--- src/rtl/seven_seg_pkg.sv ---
// Shared glyphs, FSM state encodings, segment bit positions and sizing helpers for seven_seg_scan_driver.
`default_nettype none

package seven_seg_pkg;

  // Active-high glyphs, bit order g,f,e,d,c,b,a
  localparam logic [6:0] ZERO  = 7'b0111111;
  localparam logic [6:0] ONE   = 7'b0000110;
  localparam logic [6:0] TWO   = 7'b1011011;
  localparam logic [6:0] THREE = 7'b1001111;
  localparam logic [6:0] FOUR  = 7'b1100110;
  localparam logic [6:0] FIVE  = 7'b1101101;
  localparam logic [6:0] SIX   = 7'b1111101;
  localparam logic [6:0] SEVEN = 7'b0000111;
  localparam logic [6:0] EIGHT = 7'b1111111;
  localparam logic [6:0] NINE  = 7'b1101111;
  localparam logic [6:0] BLANK = 7'b0000000;
  localparam logic [6:0] DASH  = 7'b1000000;
  localparam logic [6:0] HEX_A = 7'b1110111;
  localparam logic [6:0] HEX_B = 7'b1111100;
  localparam logic [6:0] HEX_C = 7'b0111001;
  localparam logic [6:0] HEX_D = 7'b1011110;
  localparam logic [6:0] HEX_E = 7'b1111001;
  localparam logic [6:0] HEX_F = 7'b1110001;

  localparam logic [1:0] IDLE   = 2'd0;
  localparam logic [1:0] SHIFT  = 2'd1;
  localparam logic [1:0] COMMIT = 2'd2;

  localparam int SEG_A  = 0;
  localparam int SEG_B  = 1;
  localparam int SEG_C  = 2;
  localparam int SEG_D  = 3;
  localparam int SEG_E  = 4;
  localparam int SEG_F  = 5;
  localparam int SEG_G  = 6;
  localparam int SEG_DP = 7;

  // Decimal digits needed to hold 2^width-1
  function automatic int dec_digits(input int width);
    longint unsigned v;
    int n;
    v = (64'd1 << width) - 64'd1;
    n = 1;
    for (int k = 0; k < 20; k++) begin
      if (v >= 64'd10) begin
        v = v / 64'd10;
        n++;
      end
    end
    return n;
  endfunction

  function automatic int max_int(input int a, input int b);
    return (a > b) ? a : b;
  endfunction

endpackage

`default_nettype wire

--- src/rtl/seven_seg_glyph_decode.sv ---
// Nibble to seven-segment glyph decoder; dash overrides blank, blank overrides the digit.
// Hex glyphs A..F are decoded only when SEVEN_SEG_HEX_EN is defined.
`default_nettype none

module seven_seg_glyph_decode
  import seven_seg_pkg::*;
(
  input  logic [3:0] nibble_i,
  input  logic       blank_i,
  input  logic       dash_i,
  output logic [6:0] pattern_o
);

  always_comb begin
    pattern_o = BLANK;
    if (dash_i) begin
      pattern_o = DASH;
    end else if (!blank_i) begin
      case (nibble_i)
        4'd0:    pattern_o = ZERO;
        4'd1:    pattern_o = ONE;
        4'd2:    pattern_o = TWO;
        4'd3:    pattern_o = THREE;
        4'd4:    pattern_o = FOUR;
        4'd5:    pattern_o = FIVE;
        4'd6:    pattern_o = SIX;
        4'd7:    pattern_o = SEVEN;
        4'd8:    pattern_o = EIGHT;
        4'd9:    pattern_o = NINE;
`ifdef SEVEN_SEG_HEX_EN
        4'd10:   pattern_o = HEX_A;
        4'd11:   pattern_o = HEX_B;
        4'd12:   pattern_o = HEX_C;
        4'd13:   pattern_o = HEX_D;
        4'd14:   pattern_o = HEX_E;
        4'd15:   pattern_o = HEX_F;
`endif
        default: pattern_o = BLANK;
      endcase
    end
  end

endmodule

`default_nettype wire

--- src/rtl/seven_seg_scan_driver.sv ---
// Binary-to-BCD (double-dabble) converter with blanking/overflow and a multiplexed digit scanner.
// Define SEVEN_SEG_HEX_EN to add the hex_mode input for direct hexadecimal display.
`default_nettype none

module seven_seg_scan_driver
  import seven_seg_pkg::*;
#(
  parameter int NUM_DIGITS     = 4,
  parameter int VALUE_W        = 14,
  parameter int SCAN_DIV       = 100000,
  parameter bit SEG_ACTIVE_LOW = 1'b1,
  parameter bit AN_ACTIVE_LOW  = 1'b1
) (
  input  logic                  clk,
  input  logic                  rst,
  input  logic [VALUE_W-1:0]    value_in,
  input  logic                  load,
`ifdef SEVEN_SEG_HEX_EN
  input  logic                  hex_mode,
`endif
  input  logic [NUM_DIGITS-1:0] dp_in,
  output logic                  busy,
  output logic [7:0]            seg_out,
  output logic [NUM_DIGITS-1:0] an_out
);

  localparam int DEC_DIGITS = dec_digits(VALUE_W);
  localparam int HEX_DIGITS = (VALUE_W + 3) / 4;
  localparam int ACC_DIGITS = max_int(NUM_DIGITS, max_int(DEC_DIGITS, HEX_DIGITS));
  localparam int ACC_W      = ACC_DIGITS * 4;
  localparam int DISP_W     = NUM_DIGITS * 4;
  localparam int CNT_W      = $clog2(SCAN_DIV);
  localparam int IDX_W      = (NUM_DIGITS > 1) ? $clog2(NUM_DIGITS) : 1;
  localparam int BIT_W      = $clog2(VALUE_W + 1);

  logic [1:0]            state_q, state_d;
  logic [VALUE_W-1:0]    shift_q, shift_d;
  logic [ACC_W-1:0]      acc_q, acc_d, acc_adj;
  logic [BIT_W-1:0]      bitcnt_q, bitcnt_d;
  logic [DISP_W-1:0]     disp_q, disp_d;
  logic                  ovf_q, ovf_d;
  logic [CNT_W-1:0]      cnt_q, cnt_d;
  logic [IDX_W-1:0]      idx_q, idx_d;
  logic [7:0]            seg_q, seg_d;
  logic [NUM_DIGITS-1:0] an_q, an_d;
  logic                  guard_nz;

  // Nibbles above the visible digits only become nonzero when the value is too wide to show
  if (ACC_W > DISP_W) begin : g_guard
    assign guard_nz = |acc_q[ACC_W-1:DISP_W];
  end else begin : g_no_guard
    assign guard_nz = 1'b0;
  end

  always_comb begin
    state_d  = state_q;
    shift_d  = shift_q;
    acc_d    = acc_q;
    bitcnt_d = bitcnt_q;
    disp_d   = disp_q;
    ovf_d    = ovf_q;
    acc_adj  = acc_q;
    for (int k = 0; k < ACC_DIGITS; k++) begin
      if (acc_q[4*k +: 4] >= 4'd5) acc_adj[4*k +: 4] = acc_q[4*k +: 4] + 4'd3;
    end
    case (state_q)
      IDLE: begin
        if (load) begin
`ifdef SEVEN_SEG_HEX_EN
          if (hex_mode) begin
            acc_d                = '0;
            acc_d[VALUE_W-1:0]   = value_in;
            state_d              = COMMIT;
          end else begin
`else
          begin
`endif
            shift_d  = value_in;
            acc_d    = '0;
            bitcnt_d = '0;
            state_d  = SHIFT;
          end
        end
      end
      SHIFT: begin
        acc_d    = {acc_adj[ACC_W-2:0], shift_q[VALUE_W-1]};
        shift_d  = shift_q << 1;
        bitcnt_d = bitcnt_q + BIT_W'(1);
        if (bitcnt_q == BIT_W'(VALUE_W - 1)) state_d = COMMIT;
      end
      COMMIT: begin
        disp_d  = acc_q[DISP_W-1:0];
        ovf_d   = guard_nz;
        state_d = IDLE;
      end
      default: state_d = IDLE;
    endcase
  end

  logic [NUM_DIGITS-1:0] upper_zero;
  logic [3:0]            cur_nib;
  logic                  cur_blank;
  logic [6:0]            cur_pattern;
  logic [7:0]            seg_raw;
  logic [NUM_DIGITS-1:0] an_raw;

  // upper_zero[i] is set when digits i..NUM_DIGITS-1 are all zero
  always_comb begin
    upper_zero = '0;
    upper_zero[NUM_DIGITS-1] = (disp_q[DISP_W-1 -: 4] == 4'd0);
    for (int i = NUM_DIGITS - 2; i >= 0; i--) begin
      upper_zero[i] = upper_zero[i+1] && (disp_q[4*i +: 4] == 4'd0);
    end
  end

  assign cur_nib   = disp_q[{idx_q, 2'b00} +: 4];
  assign cur_blank = (idx_q != '0) && upper_zero[idx_q];

  seven_seg_glyph_decode u_decode (
    .nibble_i  (cur_nib),
    .blank_i   (cur_blank),
    .dash_i    (ovf_q),
    .pattern_o (cur_pattern)
  );

  always_comb begin
    cnt_d = cnt_q + CNT_W'(1);
    idx_d = idx_q;
    if (cnt_q == CNT_W'(SCAN_DIV - 1)) begin
      cnt_d = '0;
      idx_d = (idx_q == IDX_W'(NUM_DIGITS - 1)) ? '0 : idx_q + IDX_W'(1);
    end
    seg_raw                = '0;
    seg_raw[SEG_DP]        = dp_in[idx_q];
    seg_raw[SEG_G:SEG_A]   = cur_pattern;
    for (int i = 0; i < NUM_DIGITS; i++) an_raw[i] = (idx_q == IDX_W'(i));
    seg_d = seg_raw ^ {8{SEG_ACTIVE_LOW}};
    an_d  = an_raw ^ {NUM_DIGITS{AN_ACTIVE_LOW}};
  end

  always_ff @(posedge clk) begin
    if (rst) begin
      state_q  <= IDLE;
      shift_q  <= '0;
      acc_q    <= '0;
      bitcnt_q <= '0;
      disp_q   <= '0;
      ovf_q    <= 1'b0;
      cnt_q    <= '0;
      idx_q    <= '0;
      seg_q    <= {8{SEG_ACTIVE_LOW}};
      an_q     <= {NUM_DIGITS{AN_ACTIVE_LOW}};
    end else begin
      state_q  <= state_d;
      shift_q  <= shift_d;
      acc_q    <= acc_d;
      bitcnt_q <= bitcnt_d;
      disp_q   <= disp_d;
      ovf_q    <= ovf_d;
      cnt_q    <= cnt_d;
      idx_q    <= idx_d;
      seg_q    <= seg_d;
      an_q     <= an_d;
    end
  end

  assign busy    = (state_q != IDLE);
  assign seg_out = seg_q;
  assign an_out  = an_q;

endmodule

`default_nettype wire

--- config.mk ---
export PLATFORM = sky130hd
export DESIGN_NAME = seven_seg_scan_driver
export DESIGN_NICKNAME = d
export VERILOG_FILES = /design/src/rtl/seven_seg_pkg.sv /design/src/rtl/seven_seg_glyph_decode.sv /design/src/rtl/seven_seg_scan_driver.sv
export SDC_FILE = /design/constraint.sdc
export NUM_CORES = 1
export LEC_CHECK = 0
export CAP_MARGIN = 25
export CORE_MARGIN = 3
export CORE_UTILIZATION = 35
export DETAILED_ROUTE_END_ITERATION = 12
export DONT_BUFFER_PORTS = 1
export GPL_ROUTABILITY_DRIVEN = 0
export PLACE_DENSITY = 0.58
export SLEW_MARGIN = 20
export SYNTH_ARGS = -nofsm -noshare
export SYNTH_HDL_FRONTEND = slang
export SYNTH_HIERARCHICAL = 1
export SYNTH_SLANG_ARGS = --single-unit
--- constraint.sdc ---
create_clock -name clk -period 7.15 [get_ports clk]
set_clock_uncertainty 0.05 [all_clocks]
set_input_delay 1.43 -clock clk [delete_from_list [all_inputs] [get_ports clk]]
set_output_delay 1.43 -clock clk [all_outputs]
set_load 0.01 [all_outputs]
=== After elaboration in Yosys (flattened, before gate mapping) ===
Memories as Yosys holds them, arrays and structs flattened.
Index checks and enable logic that the tools add are counted.
W data, S select, Z words.

* Output and inout bits: 13
* Bits of input ports: 21
* Memories: 1
* Bits in registers: 88
* Memory bits (read-only): 112
* Word-level logic and storage cells: 75

* Shift operators: 1
* Bitwise logic cells: 2
* Equal/unequal tests: 9
* Mux-type cells: 21
* Reduce and logical (&&, ||, !) cells: 17
* $add $sub $neg: 8
* Order comparisons: 6

{| class="wikitable"
|+ Memories
! name !! words !! width !! rd ports !! clocked after Yosys merged registers in !! wr ports !! RTL line !! text
|-
| (name not given) || 16 || 7 || 1 || 0 || 0 || seven_seg_glyph_decode.sv:19 || <nowiki>case (nibble_i)</nowiki>
|}

{| class="wikitable"
|+ Operator list
! cell !! count
|-
| $pmux W20 S2 || 1
|-
| $pmux W14 S2 || 1
|-
| $ge A4 B3 Y1 const B || 5
|-
| $mux W20 || 1
|-
| $mux W4 || 5
|-
| $add A17 B1 Y17 const B || 1
|-
| $eq A17 B17 Y1 const B || 1
|-
| $add A4 B2 Y4 const B || 4
|-
| $logic_not A4 Y1 || 4
|-
| $shiftx A16 B5 Y4 || 1
|-
| $mux W14 || 1
|-
| $mux W7 || 2
|-
| $not A8 Y8 || 1
|-
| $pmux W4 S2 || 1
|-
| $eq A2 B2 Y1 const B || 3
|-
| $mux W2 || 3
|-
| $reduce_bool A2 Y1 || 3
|-
| $add A4 B1 Y4 const B || 1
|-
| $bmux W1 S2 || 2
|-
| $eq A2 B1 Y1 const B || 2
|-
| $eq A4 B4 Y1 const B || 1
|-
| $logic_and A1 B1 Y1 || 4
|-
| $logic_not A2 Y1 || 2
|-
| $ne A2 B2 Y1 const B || 2
|-
| other kinds (10) || 12
|}

=== Longest topological paths before layout ===
* Word-level depth: 10
* Mapped depth: 9
* Gate-level depth less buffers: 7

=== Hierarchy ===
The synthesis kept the hierarchy.

{| class="wikitable"
|+ Modules (own cells, without submodules)
! module !! cells each !! sequential area each (um^2) !! instances !! area an instance (um^2)
|-
| seven_seg_scan_driver || 446 || 1761.7 || 1 || 3932.5
|-
| seven_seg_glyph_decode || 30 || 0.0 || 1 || 250.2
|}

=== Worst setup path after synthesis ===
Ideal clock, no wire load.

* Path type: input-to-reg
* From: in load
* To: reg shift_q[0]
* Data required time: 7039 ps
* Library setup time: 61 ps
* Stages on the path: 5
* Arrival time: 2575 ps
* Path buffers: 2
* Path slack: 4464 ps
* Cells stage by stage: o21ba_2 clkbuf_1 nor2_1 clkbuf_1 a22o_1

* Word-level cells in the longest chain between the ends: 2

{| class="wikitable"
|+ RTL lines
! what !! RTL line !! text
|-
| start, declared || seven_seg_scan_driver.sv:17 || <nowiki>input logic load,</nowiki>
|-
| $ne A2 B2 Y1 (no line) || - ||
|-
| $reduce_and A2 Y1 (no line) || - ||
|-
| end signal, assigned || seven_seg_scan_driver.sv:155 || <nowiki>shift_q <= shift_d;</nowiki>
|-
| end, declared || seven_seg_scan_driver.sv:37 || <nowiki>logic [VALUE_W-1:0] shift_q, shift_d;</nowiki>
|}

No other way between the ends.
A chain may end at the register's enable or synchronous reset.

=== Worst setup path in the final report ===
* From: reg idx_q[0]
* To: reg seg_q[1] (netlist: seg_out[1])

* Word-level cells in the longest chain between the ends: 6
* Elaborated cells on any way between the ends: 9
* Those cells by class: shift (1); mux (4); bitwise (1); reduce/logical (2); memory (1)

{| class="wikitable"
|+ RTL lines
! what !! RTL line !! text
|-
| start, declared || seven_seg_scan_driver.sv:43 || <nowiki>logic [IDX_W-1:0] idx_q, idx_d;</nowiki>
|-
| start signal, assigned || seven_seg_scan_driver.sv:161 || <nowiki>idx_q <= idx_d;</nowiki>
|-
| $bmux W1 S2 || seven_seg_scan_driver.sv:117 || <nowiki>assign cur_blank = (idx_q != '0) && upper_zero[idx_q];</nowiki>
|-
| $mux W1 (implied by the code) || seven_seg_scan_driver.sv:117 ||
|-
| $logic_and A1 B1 Y1 (*) || seven_seg_scan_driver.sv:117 ||
|-
| net cur_blank || seven_seg_scan_driver.sv:102 || <nowiki>logic cur_blank;</nowiki>
|-
| $mux W7 (*) || seven_seg_glyph_decode.sv:18 || <nowiki>end else if (!blank_i) begin</nowiki>
|-
| $mux W7 (*) || seven_seg_glyph_decode.sv:16 || <nowiki>if (dash_i) begin</nowiki>
|-
| net cur_pattern[1] || seven_seg_scan_driver.sv:103 || <nowiki>logic [6:0] cur_pattern;</nowiki>
|-
| $not A8 Y8 (no line) (*) || - ||
|-
| end signal, assigned || seven_seg_scan_driver.sv:151 || <nowiki>seg_q <= {8{SEG_ACTIVE_LOW}};</nowiki>
|-
| end signal, assigned || seven_seg_scan_driver.sv:162 || <nowiki>seg_q <= seg_d;</nowiki>
|-
| end, declared || seven_seg_scan_driver.sv:44 || <nowiki>logic [7:0] seg_q, seg_d;</nowiki>
|}

Mark *: on every way through the listed nets, which the timed path passes. The rest lies on a longest branch. The select of a mux whose other input is x is not followed.

==> summary.md <==
| Metric | Value |
|---|---|
| Pre-CTS setup slack | between 4000 and 5000 ps |
| CTS tree | done |
| H-tree depth | 3 |
| Core Rows | 39 |
| Final wirelength | 8447 µm |
| Final TNS setup | 0 ps |
| Share of cells above drive strength 1 | around 7.3% |
| Mapped Cells | 476 |
| Vias in the first global route | 3079 |
| Routed len/inst | approximately 14 µm |
| Crit path required time | ~7400 ps |
| Final #Nets | approximately 510 |
| CP Max Fanout | 10 |
| Mean post-synth cell area | around 9 µm² |
| Multiplexer area fraction after synthesis | 5.025% |
| Final WS setup | ~4200 ps |
| Hold_buf cts | 0 |
| GRT overflow | 0 |
| Critical Path AT | roughly 3200 ps |
| DRC Markers | 0 |
| Worst Max-Slew Pin Slew | 957.7 ps |
| Clock sink count | between 80 and 90 |
| Placed cells | about 600 |
| Routed vias | between 3000 and 4000 |
| Fin crit period | 2937 ps |
| Ys async rst share | 0% |
| Setup Fix Bufs, Post-CTS | 0 |
| Top FF cell, synth | dfxtp_1 |
| Top post-synthesis cells by area | dfxtp_1, ha_1, a21oi_1 |
| Post-Synth Simple-Gate Area | a little over a fifth |
| Final number of max-transition violations | 0 |
| Period utilisation layout | 41.08% |
| Area Overhead vs Synth | 9.273% |
| Final core occ | between 30% and 40% |
| Area after DPL | around 4300 µm² |
| Syn Nets | between 500 and 600 |
| Synth Area in Adders | between 6 and 7% |
| PortBufs | 0 |
| Finished Layout Cells | 611 |
| Routed Antenna Nets | 0 |
| Synth Register Bits | slightly below 90 |
| First-pass GRT wire length | 14510 µm |
| Final setup vio count | 0 |
| Root buffer cell | clkbuf_16 |
| WHS | 412.4 ps |
| Cell area after synthesis | 4183 µm² |
| Post-synthesis sequential area ratio | approximately 42% |
| Total GRT Usage | a little over an eighth |
| Post-cts resize count | 0 |
| Initial Util | between 30% and 40% |
| Lkg Pwr | 1.676 nW |
| Largest family of logic cells by synthesized area | simple AND/OR/NAND/NOR gates |
| DP HPWL | around 5800 µm |
| Longest Clk Path Bufs | 2 |
| Synth top area share | 42.12% |
| PwrDens | about 230 nW/µm² |
| Initial antenna violation count | 0 |
| I/O pin total | 34 |
| Pin count of the biggest net entering global routing | 60 |
| Clock-pin slew on the worst setup and hold paths | ~60 ps |
| Crit. End Element | register |
| Kind of critical path | register to register |
| Post-synth EDFFs | 0 |
| Die X | around 120 µm |
| Max-Cap Viols | 0 |
| Synth Area in Compound Gates | 14.33% |
| Endpoints failing hold | 0 |
| Filler cells | roughly 1100 |
| Yosys warnings | 6 |
| DIE HEIGHT | 115.3 µm |
| Ant. Diodes | 0 |
| Yosys cell types | 50 |
| TritonCTS buffer count | 9 |
| Tot Pwr | 1.036 mW |
| Slew headroom | a little over a third |
| RSZ-0062 raised after global routing | no |
| Synth area leader | dfxtp_1 |
| Core area | roughly 12000 µm² |
| Vias per inst | about 5.2 |
| FMAX | roughly 340 MHz |
| Status | finished clean |
| Worst-Skew Late Latency | 340 ps |
| Startpoint Class | register |
| Die area | ~13000 µm² |
| Drt initial violations | about 170 |
| Post-route cell area | about 4600 µm² |
| Initial DRT Pass Iterations | 4 |
| Xor and xnor area share after synthesis | under 10% |
| VDD IR-drop max | 119.5 µV |
| HP Class | register to register |
## report_power, final
part           switching (mW)  leakage [nW]  internal, mW
clock network           0.184         0.150         0.289
registers              0.0133         0.716         0.504
logic                  0.0269         0.810        0.0189
total                   0.224          1.68         0.812
## critical path, cell delays in order, from the launching register on
cell and delay [ps]:
dfxtp_1 610, inv_1 160, ha_1 240, or4_1 380, a2111oi_0 760, or2_0 470
a211oi_1 120, nand2b_1 90
## synth_stat cells (all sizes together) (12+ instances only)
master	instances
nand2	41
clkbuf	21
nor3	19
xnor2	17
nand3	12
a21oi	45
ha	23
o21ai	12
nand2b	22
dfxtp	88
inv	27
nor2	50
a22o	12
## cell families after synthesis
group,count (synthesis)
buffers and inverters,53
XOR/XNOR,23
multiplexers,14
flip-flops,88
AO/OA/AOI/OAI,91
AND/OR/NAND/NOR,184
adder cells (fa/ha/maj),23
## cells in the final DEF (no fill, tap or decap), types with 6 or more instances in the layout
cell type / n
mux2i_1: 6
or3_1: 7
dfxtp_1: 88
inv_1: 27
nor2b_1: 9
nor4_1: 6
ha_1: 23
nor2_1: 49
nand2b_1: 22
o21ai_0: 12
nand2_1: 41
nand3_1: 12
xor2_1: 6
clkbuf_16: 9
a22o_1: 12
a21oi_1: 44
xnor2_1: 17
nor3_1: 19
## final cells by class
class	count	area [µm²]	area share (%)
clock buffer	13	260.3	5.694
clock inverter	3	40.04	0.8760
inverter	27	101.3	2.217
multi-input combinational	335	2210	48.34
sequential	88	1762	38.54
tap	143	178.9	3.915
timing repair buffer	2	18.77	0.4106
## per-layer routing
layer | global-route usage, % | routed length [µm] | vias up
met5 | 0 | 0 | -
met4 | 5.008 | 150 | 0
met1 | 17.16 | 4055 | 1520
met2 | 21.76 | 3895 | 53
li1 | - | - | 1612
met3 | 4.158 | 347 | 13
## sequential cells by signal (all words and copies together) (netlist names)
register,cells
idx_q,2
seg_out,8
bitcnt_q,4
disp_q,16
ovf_q,1
shift_q,14
cnt_q,17
an_out,4
state_q,2
acc_q,20
## path summary, 6_finish.rpt
path | start | end | slack, ps | cells after the start
worst max-delay path | idx_q[0] | seg_out[1] | 4210 | 7
worst min-delay path | disp_q[13] | disp_q[13] | 410 | 2
worst max register to register | idx_q[0] | seg_out[1] | 4210 | 7
worst min register to register | disp_q[13] | disp_q[13] | 410 | 2
Power figures use the tool's default switching activity.
